==> src/rtl/prog_loader.sv <==
// Boot-time program loader: takes a length/data/checksum word stream, writes the
// data words into instruction memory and releases the CPU once the image checks out.
module prog_loader #(
  parameter int unsigned MEM_WORDS = 100,
  parameter logic [31:0] BASE_ADDR = 32'h0
) (
  input  logic        clk,
  input  logic        rst,
  input  logic        s_valid,
  output logic        s_ready,
  input  logic [31:0] s_data,
  output logic [31:0] im_addr,
  output logic [3:0]  im_write,
  output logic [31:0] im_data,
  output logic        cpu_rst,
  output logic        done,
  output logic        err
);

  localparam int IDXW = $clog2(MEM_WORDS + 1);

  typedef enum logic [2:0] {LEN, DATA, CSUM, RUN, ERR} state_e;

  state_e            state_q, state_d;
  logic [IDXW-1:0]   n_q, n_d;
  logic [IDXW-1:0]   idx_q, idx_d;
  logic [31:0]       xor_q, xor_d;
  logic [31:0]       addr_q, addr_d;
  logic [31:0]       wdata_q, wdata_d;
  logic              wr_q, wr_d;
  logic              cpu_rst_q, done_q, err_q;
  logic              load_st;
  logic              accept;

  // Ready follows the state; it is also held low while rst is asserted so the
  // port shows its reset value of 0 during reset.
  assign load_st = (state_q == LEN) || (state_q == DATA) || (state_q == CSUM);
  assign s_ready = load_st & ~rst;
  assign accept  = s_valid & s_ready;

  always_comb begin
    state_d = state_q;
    n_d     = n_q;
    idx_d   = idx_q;
    xor_d   = xor_q;
    addr_d  = addr_q;
    wdata_d = wdata_q;
    wr_d    = 1'b0;
    case (state_q)
      LEN: begin
        if (accept) begin
          n_d   = s_data[IDXW-1:0];
          idx_d = '0;
          xor_d = '0;
          if (s_data > MEM_WORDS) begin
            state_d = ERR;
          end else if (s_data == 32'd0) begin
            state_d = CSUM;
          end else begin
            state_d = DATA;
          end
        end
      end
      DATA: begin
        if (accept) begin
          wr_d    = 1'b1;
          addr_d  = BASE_ADDR + {{(30-IDXW){1'b0}}, idx_q, 2'b00};
          wdata_d = s_data;
          idx_d   = idx_q + IDXW'(1);
          xor_d   = xor_q ^ s_data;
          if (idx_q == n_q - IDXW'(1)) begin
            state_d = CSUM;
          end
        end
      end
      CSUM: begin
        if (accept) begin
          state_d = (s_data == xor_q) ? RUN : ERR;
        end
      end
      default: begin
      end
    endcase
  end

  // Status flags are registered from the next state so they appear the cycle after the deciding accept.
  always_ff @(posedge clk) begin
    if (rst) begin
      state_q   <= LEN;
      n_q       <= '0;
      idx_q     <= '0;
      xor_q     <= '0;
      addr_q    <= '0;
      wdata_q   <= '0;
      wr_q      <= 1'b0;
      cpu_rst_q <= 1'b1;
      done_q    <= 1'b0;
      err_q     <= 1'b0;
    end else begin
      state_q   <= state_d;
      n_q       <= n_d;
      idx_q     <= idx_d;
      xor_q     <= xor_d;
      addr_q    <= addr_d;
      wdata_q   <= wdata_d;
      wr_q      <= wr_d;
      cpu_rst_q <= (state_d != RUN);
      done_q    <= (state_d == RUN);
      err_q     <= (state_d == ERR);
    end
  end

  assign im_write = {4{wr_q}};
  assign im_addr  = addr_q;
  assign im_data  = wdata_q;
  assign cpu_rst  = cpu_rst_q;
  assign done     = done_q;
  assign err      = err_q;

endmodule

==> config.mk <==
export PLATFORM = sky130hd
export DESIGN_NAME = prog_loader
export DESIGN_NICKNAME = d
export VERILOG_FILES = /design/src/rtl/prog_loader.sv
export SDC_FILE = /design/constraint.sdc
export NUM_CORES = 1
export LEC_CHECK = 0
export CORE_ASPECT_RATIO = 1.2
export CORE_MARGIN = 5
export CORE_UTILIZATION = 40
export DETAILED_ROUTE_END_ITERATION = 10
export PLACE_DENSITY = 0.67
export SYNTH_ARGS = -nofsm -noshare
export SYNTH_HDL_FRONTEND = slang
export SYNTH_SLANG_ARGS = --single-unit
==> constraint.sdc <==
create_clock -name clk -period 2.1 [get_ports clk]
set_input_delay 0.42 -clock clk [delete_from_list [all_inputs] [get_ports clk]]
set_output_delay 0.42 -clock clk [all_outputs]
set_load 0.05 [all_outputs]
==> impl_metrics.py <==
metrics = {
    "outcome": {
        "status": "finished clean",
    },
    "global_route": {
        "grt_pass1_wl_mm": 19.4,
        "grt_max_degree": 41,
        "overflow": 0,
        "met2_usage_pct": 30.1,
        "first_global_vias": 4003,
        "met1_usage_pct": 21.6,
        "grt_util_all_layers_pct": 17.8,
        "grt_antenna_before_repair": 0,
        "grtUsageMet3_pct": 4.09,
        "globalRoute.busiestLayer": "met2",
    },
    "sta": {
        "hold_viol": 0,
        "timing.clock.skew_ps": 2.80,
        "tightestPinTransition_ps": 510,
        "slew_headroom_pct": 65.9,
        "maxSlewViolCount": 0,
        "finalCritPeriodShare_pct": 93.6,
        "holdWs_ps": 452,
        "setup-violations-final": 0,
        "fin_crit_ps": 1960,
        "max_freq_mhz": 509,
    },
    "detailed_routing": {
        "dr.pass1.iters": 4,
        "via_per_inst": 5.04,
        "routed_wl_mm": 11.7,
        "antenna_left": 0,
        "drc_errors": 0,
        "first_iter_violations": 194,
        "post_drt_wl_per_cell_um": 15.0,
        "vias": 3947,
    },
    "clock_tree": {
        "worstSkewPairLatency_ps": 350,
        "cts_tree": "built",
        "path_clk_slew_ps": 60,
        "numCtsBuffers": 9,
        "clk_path_buf_depth": 2,
        "cts_max_level": 3,
        "cts_root_buf": "clkbuf_16",
        "clkSinkCount": 92,
    },
    "critical_path": {
        "crit_path_start_kind": "input port",
        "cp_cell_sequence": "clkdlybuf4s50_1, nor4_2, nand3_1, o31ai_1, nand2b_1, a211oi_2, inv_1",
        "path_delay_family": "simple AND/OR/NAND/NOR gates",
        "critPathRequiredTime_ps": 2340,
        "critPathMaxStageDelay_ps": 530,
        "crit_slowest_cell": "clkdlybuf4s50_1",
        "path_max_fanout": 4,
        "path_class": "input port to flip-flop",
        "end_kind": "flip-flop",
        "worstPathArrival_ps": 2200,
        "path_buf_inv": 2,
    },
    "job": {
        "maxCapViolCount": 0,
    },
    "logic_synthesis": {
        "netlist_instances": 547,
        "synthAdderAreaFrac_pct": 0.560,
        "synth.avg_cell_area_um2": 8.17,
        "yosys_warnings": 0,
        "synth_xor_area_share_pct": 9.01,
        "yosys.area_share.simple_pct": 25.0,
        "synth_seq_cells": 92,
        "synth_top_family_by_area": "simple AND/OR/NAND/NOR gates",
        "synth_compound_gate_area_share_pct": 13.9,
        "synthMuxAreaShare_pct": 1.57,
        "ys_types": 39,
        "ys_seq_area_share_pct": 41.2,
        "syn-cell-area_um2": 4470,
    },
    "cells_and_area": {
        "fillers": 984,
        "fin_cells": 783,
        "nNetsFinal": 685,
        "layout-drive-gt1-share_pct": 11.5,
        "multi_input_area_um2": 2410,
        "fin_area_um2": 5930,
        "ff_latch_area_um2": 1840,
        "n_antenna_cell": 0,
        "syn_to_final_growth_pct": 32.7,
    },
    "min_path": {
        "worst_hold_path_type": "flip-flop to flip-flop",
    },
    "die": {
        "rows": 42,
        "die_y_um": 126,
        "initial_core_util_pct": 40.7,
        "dieArea_um2": 13400,
        "dieWidth_um": 106,
        "core_um2": 11000,
        "pin_count": 107,
    },
    "placement": {
        "port_buffers": 81,
        "routabilityCongestion": 0.853,
        "dpl.hpwl_mm": 8.48,
        "dpl.cell_count": 768,
        "place_area_um2": 5530,
    },
    "pwr": {
        "p_leak_nw": 2.14,
        "pwr_density_cell_nw_per_um2": 666,
        "vdd_ir_drop_max_mv": 0.318,
    },
}
[sequential cells by signal, indices dropped and copies added (netlist names)]
name     count
done         1
idx_q        7
xor_q       32
cpu_rst      1
wr_q         1
err          1
n_q          7
state_q      3
im_addr      7
im_data     32
[cell type report]
cell class / count / share of cell area (%)
clock buffers: 10 / 4.03
inverters: 4 / 0.253
well taps: 132 / 2.78
clock inverters: 4 / 1.27
multi-input cells: 417 / 40.7
repair buffers: 124 / 20.0
flip-flops and latches: 92 / 31.0
[power by group]
part	internal [W]	switching, W	total (W)
Clock	0.00106	0.000684	0.00175
Sequential	0.00175	0.0000113	0.00177
Combinational	0.000169	0.000272	0.000441
Total	0.00298	0.000967	0.00395
[tightest hold or removal path: cells and delay by family, from the launching register on]
kind	cells	cell delay, ps
AND/OR/NAND/NOR	1	50
AO/OA/AOI/OAI	1	50
flip-flops	1	310
[metrics by stage]
step	util, %	total power [W]	setup TNS (ps)	setup slack (ps)
2_1_floorplan	-	0.00209	0	127
3_3_place_gp	50.3	0.00223	-2130	-361
3_5_place_dp	50.3	0.00223	-3570	-396
4_1_cts	53.3	0.00397	0	52.3
5_1_grt	54.0	0.00409	-0.656	-0.656
6_report	54.0	0.00395	0	135
[kinds of logic (layout without fill, tap and decap cells)]
logic type      Yosys count  in the layout
simple gates            218            218
compound gates          119            119
flops                    92             92
buf+inv                  62            142
xor+xnor                 46             46
mux                       7              7
fa+ha+maj                 2              2
other cells               1             25
[routing by layer]
layer | wire length, µm | vias up | part of all wire, %
met2 | 5740 | 108 | 49
met3 | 619 | 18 | 5.3
met4 | 284 | 0 | 2.4
li1 | - | 1984 | -
met1 | 5090 | 1837 | 43
met5 | 0 | - | 0
[cells in the final DEF (no fill, tap or decap), types with 4 or more instances in the layout]
| cell type | instances |
|---|---|
| a21oi_1 | 45 |
| buf_12 | 4 |
| buf_4 | 40 |
| clkbuf_16 | 9 |
| clkdlybuf4s50_1 | 76 |
| conb_1 | 25 |
| dfxtp_1 | 92 |
| mux2i_1 | 7 |
| nand2_1 | 87 |
| nand2b_1 | 4 |
| nand3_1 | 5 |
| nand4_1 | 11 |
| nor2_1 | 18 |
| nor2b_1 | 66 |
| nor3_1 | 9 |
| nor4_1 | 4 |
| nor4_2 | 5 |
| o21ai_0 | 13 |
| o21ai_1 | 52 |
| xnor2_1 | 37 |
| xnor2_2 | 4 |
| xor2_1 | 5 |
[worst paths after layout]
check                           cells past startpoint       start         end  slack [ps]
worst max-delay path                                7  s_data[26]     cpu_rst         140
worst min-delay path                                2  im_addr[4]  im_addr[4]         450
worst max register to register                      8      n_q[1]         err         140
worst min register to register                      2  im_addr[4]  im_addr[4]         450
[synth_stat cells]
library cell  instances  area (µm²)
a211oi_1              1        7.51
a211oi_2              1        12.5
a21o_1                1        7.51
a21oi_1              45         225
a311oi_1              1        8.76
a31oi_1               3        18.8
and3_1                1        6.26
and4_1                1        8.76
buf_1                 1        3.75
buf_2                 6        30.0
buf_4                29         218
buf_6                 5        56.3
clkbuf_1             17        63.8
conb_1                1        3.75
dfxtp_1              92        1840
ha_1                  2        25.0
inv_1                 3        11.3
inv_2                 1        3.75
mux2i_1               7        70.1
nand2_1              87         327
nand2_2               1        6.26
nand2b_1              4        25.0
nand3_1               5        25.0
nand3b_1              1        7.51
nand4_1              11        68.8
nor2_1               18        67.6
nor2b_1              66         413
nor3_1                9        45.0
nor4_1               10        62.6
nor4b_2               1        15.0
nor4b_4               1        23.8
o2111ai_1             1        8.76
o21ai_0              13        65.1
o21ai_1              52         260
o31ai_1               1        7.51
or2_1                 1        6.26
or4b_1                1        10.0
xnor2_1              41         359
xor2_1                5        43.8
[repair_timing]
item,CTS,global route
hold buffers,0,0
pin swaps,0,7
buffers inserted,0,1
resized for setup,2,12
endpoints found under the setup margin,1,3
No activity file was read; power rests on OpenSTA's default activity.
